File: src/rtl/riscv_pkg.sv
// rtl/riscv_pkg.sv - shared integer register-file constants for decode, issue and writeback
package riscv_pkg;

    localparam int XLEN     = 32;
    localparam int NREG     = 32;
    localparam int REG_ZERO = 0;

endpackage

File: src/rtl/multiport_regfile_if.sv
// rtl/multiport_regfile_if.sv - read, write and allocation bundle of the multi-port register file
interface multiport_regfile_if #(
    parameter int XLEN = 32,
    parameter int NREG = 32,
    parameter int NRD  = 2,
    parameter int NWR  = 2
);
    localparam int AW = $clog2(NREG);

    logic [NRD*AW-1:0]   rd_addr;
    logic [NRD*XLEN-1:0] rd_data;
    logic [NRD-1:0]      rd_busy;
    logic [NWR-1:0]      wr_en;
    logic [NWR*AW-1:0]   wr_addr;
    logic [NWR*XLEN-1:0] wr_data;
    logic                alloc_en;
    logic [AW-1:0]       alloc_addr;
    logic [NREG-1:0]     busy_vec;

    modport master (
        output rd_addr, wr_en, wr_addr, wr_data, alloc_en, alloc_addr,
        input  rd_data, rd_busy, busy_vec
    );

    modport slave (
        input  rd_addr, wr_en, wr_addr, wr_data, alloc_en, alloc_addr,
        output rd_data, rd_busy, busy_vec
    );

endinterface

File: src/rtl/regfile_scoreboard.sv
// rtl/regfile_scoreboard.sv - per-register pending-write tracker used for RAW hazard detection
module regfile_scoreboard #(
    parameter int NREG = 32,
    parameter int NWR  = 2,
    localparam int AW  = $clog2(NREG)
) (
    input  logic              clk,
    input  logic              rst_n,
    input  logic              alloc_en,
    input  logic [AW-1:0]     alloc_addr,
    input  logic [NWR-1:0]    wr_en,
    input  logic [NWR*AW-1:0] wr_addr,
    output logic [NREG-1:0]   busy_vec
);
    import riscv_pkg::*;

    logic [NREG-1:0] busy_q;
    logic [NREG-1:0] busy_d;

    // Alloc is applied after writes so a new producer wins over the retiring one.
    always_comb begin
        busy_d = busy_q;
        for (int j = 0; j < NWR; j++) begin
            if (wr_en[j]) begin
                busy_d[wr_addr[j*AW +: AW]] = 1'b0;
            end
        end
        if (alloc_en) begin
            busy_d[alloc_addr] = 1'b1;
        end
        busy_d[REG_ZERO] = 1'b0;
    end

    always_ff @(posedge clk or negedge rst_n) begin
        if (!rst_n) begin
            busy_q <= '0;
        end else begin
            busy_q <= busy_d;
        end
    end

    assign busy_vec = busy_q;

endmodule

File: src/rtl/multiport_regfile.sv
// rtl/multiport_regfile.sv - parametrised multi-port integer register file with write bypass and scoreboard
module multiport_regfile #(
    parameter int XLEN = riscv_pkg::XLEN,
    parameter int NREG = riscv_pkg::NREG,
    parameter int NRD  = 2,
    parameter int NWR  = 2
) (
    input  logic                 clk,
    input  logic                 rst_n,
    multiport_regfile_if.slave   rf
);
    import riscv_pkg::*;

    localparam int AW = $clog2(NREG);
    localparam logic [AW-1:0] ZERO_ADDR = AW'(REG_ZERO);

    logic [XLEN-1:0] mem [NREG];
    logic [NREG-1:0] busy_q;

    regfile_scoreboard #(
        .NREG (NREG),
        .NWR  (NWR)
    ) u_scoreboard (
        .clk        (clk),
        .rst_n      (rst_n),
        .alloc_en   (rf.alloc_en),
        .alloc_addr (rf.alloc_addr),
        .wr_en      (rf.wr_en),
        .wr_addr    (rf.wr_addr),
        .busy_vec   (busy_q)
    );

    assign rf.busy_vec = busy_q;

    // Later ports are scheduled last, so the highest index wins a same-address conflict.
    always_ff @(posedge clk or negedge rst_n) begin
        if (!rst_n) begin
            for (int r = 0; r < NREG; r++) begin
                mem[r] <= '0;
            end
        end else begin
            for (int j = 0; j < NWR; j++) begin
                if (rf.wr_en[j] && rf.wr_addr[j*AW +: AW] != ZERO_ADDR) begin
                    mem[rf.wr_addr[j*AW +: AW]] <= rf.wr_data[j*XLEN +: XLEN];
                end
            end
        end
    end

    for (genvar i = 0; i < NRD; i++) begin : g_rd
        logic [AW-1:0]   addr;
        logic [XLEN-1:0] data;
        logic            busy;

        assign addr = rf.rd_addr[i*AW +: AW];

        // Bypassed data is already available, so a same-cycle write clears the hazard.
        always_comb begin
            data = '0;
            busy = 1'b0;
            if (addr != ZERO_ADDR) begin
                data = mem[addr];
                busy = busy_q[addr];
                for (int j = 0; j < NWR; j++) begin
                    if (rf.wr_en[j] && rf.wr_addr[j*AW +: AW] == addr) begin
                        data = rf.wr_data[j*XLEN +: XLEN];
                        busy = 1'b0;
                    end
                end
            end
        end

        assign rf.rd_data[i*XLEN +: XLEN] = data;
        assign rf.rd_busy[i]              = busy;
    end

endmodule

File: src/flat_wrapper.sv
// flat-port wrapper written by rule: the top's interface ports become plain ports
module multiport_regfile_flat import riscv_pkg::*;
#(
    parameter int XLEN = riscv_pkg::XLEN,
    parameter int NREG = riscv_pkg::NREG,
    parameter int NRD  = 2,
    parameter int NWR  = 2
)
  (clk, rst_n, rf_rd_addr, rf_wr_en, rf_wr_addr, rf_wr_data, rf_alloc_en, rf_alloc_addr, rf_rd_data, rf_rd_busy, rf_busy_vec);
  multiport_regfile_if #(.XLEN(XLEN), .NREG(NREG), .NRD(NRD), .NWR(NWR)) rf_i ();
  input  logic clk;
  input  logic rst_n;
  input wire logic [$bits(rf_i.rd_addr)-1:0] rf_rd_addr;
  input wire logic [$bits(rf_i.wr_en)-1:0] rf_wr_en;
  input wire logic [$bits(rf_i.wr_addr)-1:0] rf_wr_addr;
  input wire logic [$bits(rf_i.wr_data)-1:0] rf_wr_data;
  input wire logic [$bits(rf_i.alloc_en)-1:0] rf_alloc_en;
  input wire logic [$bits(rf_i.alloc_addr)-1:0] rf_alloc_addr;
  output wire logic [$bits(rf_i.rd_data)-1:0] rf_rd_data;
  output wire logic [$bits(rf_i.rd_busy)-1:0] rf_rd_busy;
  output wire logic [$bits(rf_i.busy_vec)-1:0] rf_busy_vec;
  assign rf_i.rd_addr = rf_rd_addr;
  assign rf_i.wr_en = rf_wr_en;
  assign rf_i.wr_addr = rf_wr_addr;
  assign rf_i.wr_data = rf_wr_data;
  assign rf_i.alloc_en = rf_alloc_en;
  assign rf_i.alloc_addr = rf_alloc_addr;
  assign rf_rd_data = rf_i.rd_data;
  assign rf_rd_busy = rf_i.rd_busy;
  assign rf_busy_vec = rf_i.busy_vec;
  multiport_regfile #(.XLEN(XLEN), .NREG(NREG), .NRD(NRD), .NWR(NWR)) u_core (.clk(clk), .rst_n(rst_n), .rf(rf_i));
endmodule
File: config.mk
export PLATFORM = sky130hd
export DESIGN_NAME = multiport_regfile_flat
export DESIGN_NICKNAME = d
export VERILOG_FILES = /design/src/rtl/riscv_pkg.sv /design/src/rtl/multiport_regfile_if.sv /design/src/rtl/regfile_scoreboard.sv /design/src/rtl/multiport_regfile.sv /design/src/flat_wrapper.sv
export SDC_FILE = /design/constraint.sdc
export NUM_CORES = 2
export LEC_CHECK = 0
export CORE_ASPECT_RATIO = 1.75
export CORE_MARGIN = 3
export CORE_UTILIZATION = 57
export CTS_CLUSTER_DIAMETER = 30
export DETAILED_ROUTE_END_ITERATION = 8
export PLACE_DENSITY_LB_ADDON = 0.12
export SLEW_MARGIN = 20
export SYNTH_ARGS = -nofsm -noshare
export SYNTH_HDL_FRONTEND = slang
export SYNTH_SLANG_ARGS = --single-unit
File: constraint.sdc
create_clock -name clk -period 2.9 [get_ports clk]
set_input_delay 0.58 -clock clk [delete_from_list [all_inputs] [get_ports clk]]
set_output_delay 0.58 -clock clk [all_outputs]
set_load 0.1 [all_outputs]
* Yosys cells after proc, flatten, opt, wreduce, memory -nomap -nowiden *
Index checks and enable logic that the tools add are counted.

cells by class
  order comparisons = 14
  equality and inequality tests = 4
  muxes and demuxes = 39
  bitwise gates (word level) = 9
  reductions and logical operators = 15

operators by type and width
  cell                                                         count
  bitwise mux 1024 bit                                         2
  two-way mux 1024 bit                                         2
  two-way mux 32 bit                                           15
  binary-select mux 32 bit (select 5 bit)                      2
  demux 32 bit (select 5 bit)                                  2
  bitwise AND 32 bit                                           2
  NOT 32 bit                                                   2
  bitwise OR 32 bit                                            1
  less-than comparator 5 x 6 -> 1 bit (second input constant)  5
  >= comparator 6 bit (second input constant)                  4
  NOT 5 -> 6 bit                                               4
  == test 5 bit                                                4
  nonzero test 5 bit                                           4
  demux 1 bit (select 5 bit)                                   3
  >= comparator 5 x 1 -> 1 bit (second input constant)         3
  less-than comparator 6 x 1 -> 1 bit (second input constant)  2
  logical AND 1 bit                                            11
  two-way mux 1 bit                                            11
  binary-select mux 1 bit (select 5 bit)                       2

storage, ports and cells
  register bits after elaboration = 1055
  input port bits = 94
  output and inout port bits = 98
  logic and storage cells = 114

* Logic depth before layout (Yosys ltp) *
  depth after elaboration = 11
  mapped depth = 11
  depth with buffers taken out = 5

* By module *
A second synthesis with hierarchy kept.

second synthesis, totals
  cell total of the unflattened synthesis = 6469
  area total of the unflattened synthesis = 66704.0 um^2

by module, submodules not included
  module              times used  cells each  area each (um^2)  sequential area each (um^2)
  multiport_regfile   1           6312        65031.1           25624.6
  regfile_scoreboard  1           157         1672.9            775.7

* Worst setup path before layout *
OpenSTA, ideal clock, no wires.

  kind = input to output
  from = input rf_rd_addr[2]
  to = output rf_rd_data[10]
  arrival = 4.246 ns
  data required time = 2.320 ns
  slack = -1.926 ns
  stages on the path = 9
  buffers on the path = 4
  cell sequence = clkbuf_1 xor2_1 nor4_1 and3_1 clkbuf_1 or3_1 clkbuf_1 buf_2 o32ai_1

between the ends
  longest elaborated chain between the ends = 7
  elaborated cells on any way between the ends = 12
  classes of those cells = 2 x eq/ne; 6 x mux; 1 x bitwise; 3 x reduce/logical

ends and longest elaborated chain
  item                                                    RTL line                 source
  start: declaration                                      flat_wrapper.sv:13       input wire logic [$bits(rf_i.rd_addr)-1:0] rf_rd_addr;
  NOT 5 -> 6 bit (not written as such)                    multiport_regfile.sv:62  data = mem[addr];
  binary-select mux 32 bit (select 5 bit)                 multiport_regfile.sv:62
  two-way mux 32 bit (not written as such) (2 in series)  multiport_regfile.sv:62
  two-way mux 32 bit (2 in series)                        multiport_regfile.sv:65  if (rf.wr_en[j] && rf.wr_addr[j*AW +: AW] == addr) begin
  two-way mux 32 bit (*)                                  multiport_regfile.sv:61  if (addr != ZERO_ADDR) begin
  end: declaration                                        flat_wrapper.sv:19       output wire logic [$bits(rf_i.rd_data)-1:0] rf_rd_data;

Every way passes the cells marked *; elsewhere a longest branch is shown, timed or not. The select of a mux whose other input is x is not followed.

* Final worst setup path *
  from = register u_core.u_scoreboard.busy_q[19], in the netlist u_core.u_scoreboard.busy_vec[19]
  to = output rf_rd_busy[1]

between the ends
  longest elaborated chain between the ends = 5

ends and longest elaborated chain
  item                                     RTL line                  source
  start: declaration                       regfile_scoreboard.sv:17  logic [NREG-1:0] busy_q;
  start signal: assignment                 regfile_scoreboard.sv:38  busy_q <= busy_d;
  binary-select mux 1 bit (select 5 bit)   multiport_regfile.sv:63   busy = busy_q[addr];
  two-way mux 1 bit (not written as such)  multiport_regfile.sv:63
  two-way mux 1 bit (2 in series)          multiport_regfile.sv:65
  two-way mux 1 bit                        multiport_regfile.sv:61
  end: declaration                         flat_wrapper.sv:20        output wire logic [$bits(rf_i.rd_busy)-1:0] rf_rd_busy;

No other way between the ends. The select of a mux whose other input is x is not followed.

==> run metrics <==
status=finished, violations left; violated checks=setup timing; number of detailed-route iterations in the first pass=9; I/O Buffers=190; share of cells above drive strength 1=29.2%; Cell Chain, Critical Path=mux4_2 -> mux4_2 -> a221oi_2 -> buf_4 -> nor2_4 -> buf_12; fmax=0.273 GHz; switching power=0.0218 W; Switching Share=34.6%; most frequent cells in the layout=dfrtp_1, mux2i_1, buf_4; htree depth=4; Worst EP required=2.32 ns; grt ovf=0; Reg2Reg Setup Slack=1.85 ns; Iter 0 DRT Violations=9504; max_slew headroom=38.0%; Mapped Cells=6501; syn nets=6595; clk_lat worst skew=0.81 ns; Int Pwr=0.0412 W; static leakage=40.9 nW; met1 Use GR=58.8%; pre-CTS setup slack=-0.840 ns; Tmin final=3.66 ns; post-synthesis cell type count=59; XOR/XNOR Fraction of Synth Area=0.263%; Starting Density=57.5%; GR Util met3=23.7%; GPL Wtd Cong=1.03; Comb pwr share=30.0%; nets@finish=6968; Crit path largest cell delay=0.61 ns; first-pass GRT wire length=450000 um; Area growth syn-to-layout=30.2%; Finished Layout Cells=8532; Synth Flop Type=dfrtp_1; final slew viol count=0; # setup viols final=66; DP Area=78100 um^2; maximum vdd ir drop=0.853 mV; Sequential Power Share=34.7%; CP startpoint kind=flop; Final Cycle Share=126%; RSZ-0062 raised after global routing=true; Worst R2R End=u_core.mem[147]; Crit Path Category=flop to output port; Clock Skew=0 ns; Final Hold Vio Count=0; Buf/Inv on CP=2; syn_area_per_cell=10.2 um^2; met2 Use GR=74.0%; Largest delay share family, worst path=multiplexers; CP max stage cell=mux4_2; Yosys Warn Count=0; Synth Area in Compound Gates=16.3%; critical path capture point type=output port; measured slew at the worst slew-check pin=0.929 ns; FF+latch count, synth=1055; power density cells=727 nW/um^2; GRT busiest layer=met2; Die W=264 um; min-delay worst type=input port to async pin; Post-synth EDFFs=0; antenna-violating nets left=0; Critical Path AT=3.08 ns; Syn Std Cell Area=66600 um^2; Setup crit start=u_core.u_scoreboard.busy_vec[19]; total wire length=321000 um; Final WS setup=-0.761 ns; drt wl/cell=37.6 um; Worst R2R Path Depth=4; vias=64.3k; final setup TNS=-29.77 ns; Clock Sinks=1055; CTS tree=built; GR Util All Layers=52.0%; initial antenna violation count=12; fin area=86700 um^2; clk slew on worst S/H paths=0.06 ns; most common cell after layout, fill and taps aside=dfrtp_1; pin count of the biggest net entering global routing=86; Synth Area in Adders=0%; post-synthesis sequential area ratio=39.6%; Rows=165; r2r startpoint=u_core.mem[147]; Async S/R FF share, synth=100%; number of global-route vias before repair=63.3k; power share of the clock group=35.3%; CP Max Fanout=2; die span in y=458 um; simple-gate share of the synthesized area=7.79%; placed insts=8112; clk root buf=clkbuf_16; DRC violations left=0; I/O pin count=192; maxcap violations=0; multiplexer share of the synthesized area=30.1%; DP Wirelength=209000 um; clock tree buffer depth=3; Fillers=7790; Via density=7.54; total power=0.0630 W; largest family of logic cells by synthesized area=multiplexers; Num CTS Buffers=171; Die Area=121000 um^2; Core ar.=116000 um^2; critical path's most frequent cell=mux4_2
==> cell usage after synthesis, drive strengths merged (4+ instances only) <==
| cell type | instances | share of area [%] |
|---|---|---|
| mux4 | 406 | 14 |
| a221oi | 42 | 0.55 |
| nor3b | 6 | 0.068 |
| o221ai | 60 | 0.79 |
| mux2 | 65 | 1.1 |
| dfrtp | 1055 | 40 |
| mux2i | 1019 | 15 |
| a32oi | 203 | 2.7 |
| clkbuf | 608 | 3.4 |
| xnor2 | 14 | 0.18 |
| nor2b | 7 | 0.066 |
| a211o | 60 | 0.79 |
| a22o | 91 | 1.2 |
| inv | 42 | 0.24 |
| and2 | 5 | 0.047 |
| buf | 285 | 2.2 |
| a31oi | 34 | 0.32 |
| o22ai | 60 | 0.56 |
| a32o | 30 | 0.45 |
| xor2 | 6 | 0.079 |
| and3 | 5 | 0.047 |
| o21ai | 474 | 3.6 |
| nand2 | 535 | 3.0 |
| nor3 | 40 | 0.31 |
| o32ai | 63 | 0.83 |
| nand2b | 8 | 0.075 |
| nand3 | 5 | 0.038 |
| a22oi | 51 | 0.57 |
| or3b | 5 | 0.066 |
| and3b | 4 | 0.053 |
| a21oi | 524 | 3.9 |
| nor2 | 657 | 3.7 |
| nand3b | 8 | 0.090 |
==> power groups by stage <==
stage / registers, W / logic [W] / clock network (W)
after detailed placement: 0.0218 / 0.0174 / 0
after CTS: 0.0216 / 0.0182 / 0.0222
after global placement: 0.0215 / 0.0170 / 0
final: 0.0219 / 0.0189 / 0.0223
after floorplan: 0.0213 / 0.0115 / 0
after global routing: 0.0221 / 0.0198 / 0.0229
==> per-layer routing <==
layer  vias to the layer above  routed length, um  share of wire [%]
li1                      24900                  -                  -
met1                     31200             101000                 31
met2                      6008             133000                 41
met3                      2178              50300                 16
met4                         6              36700                 11
met5                         -                110              0.034
==> layout make-up <==
cell class	count	area, um^2	area share (%)
inverter	42	158	0.182
clock buffer	191	4480	5.17
multi-input combinational	4511	39000	44.9
tap	1503	1880	2.17
antenna	10	25.0	0.0289
sequential	1055	26400	30.5
timing repair buffer	1093	13000	15.0
clock inverter	127	1800	2.08
==> stage by stage <==
| step | utilization, % | hold slack (ns) |
|---|---|---|
| after floorplan | - | 0.284 |
| after global placement | 67.5 | 0.377 |
| after detailed placement | 67.5 | 0.383 |
| after CTS | 74.2 | 0.381 |
| after global routing | 74.8 | 0.380 |
| final | 74.9 | 0.364 |
==> logic make-up (layout without fill, tap and decap cells) <==
logic type / count (synthesis) / in the layout
AND/OR/NAND/NOR: 1300 / 1300
flip-flops: 1055 / 1055
XOR/XNOR: 20 / 20
multiplexers: 1490 / 1490
AO/OA/AOI/OAI: 1700 / 1700
other: 1 / 11
buffers and inverters: 935 / 1453
==> repair_timing <==
item	CTS	global route
buffers inserted	56	34
endpoints found under the hold margin	29	0
pin swaps	133	51
cloned	3	4
hold buffers	1	0
endpoints found under the setup margin	66	66
resized for setup	208	79
==> sequential cells by signal, indices dropped and copies added, names as in the netlist <==
name / cells
u_core.mem: 1024
u_core.u_scoreboard.busy_vec: 31
==> worst max-delay path by stage <==
stage | endpoint | slack (ns) | cells past startpoint
after floorplan | rf_rd_data[10] | -0.34 | 9
after global placement | rf_rd_data[4] | -0.78 | 9
after detailed placement | rf_rd_data[4] | -0.84 | 9
after CTS | rf_rd_busy[1] | -0.71 | 6
after global routing | rf_rd_busy[1] | -0.75 | 6
final | rf_rd_busy[1] | -0.76 | 6
Power figures use the tool's default switching activity.
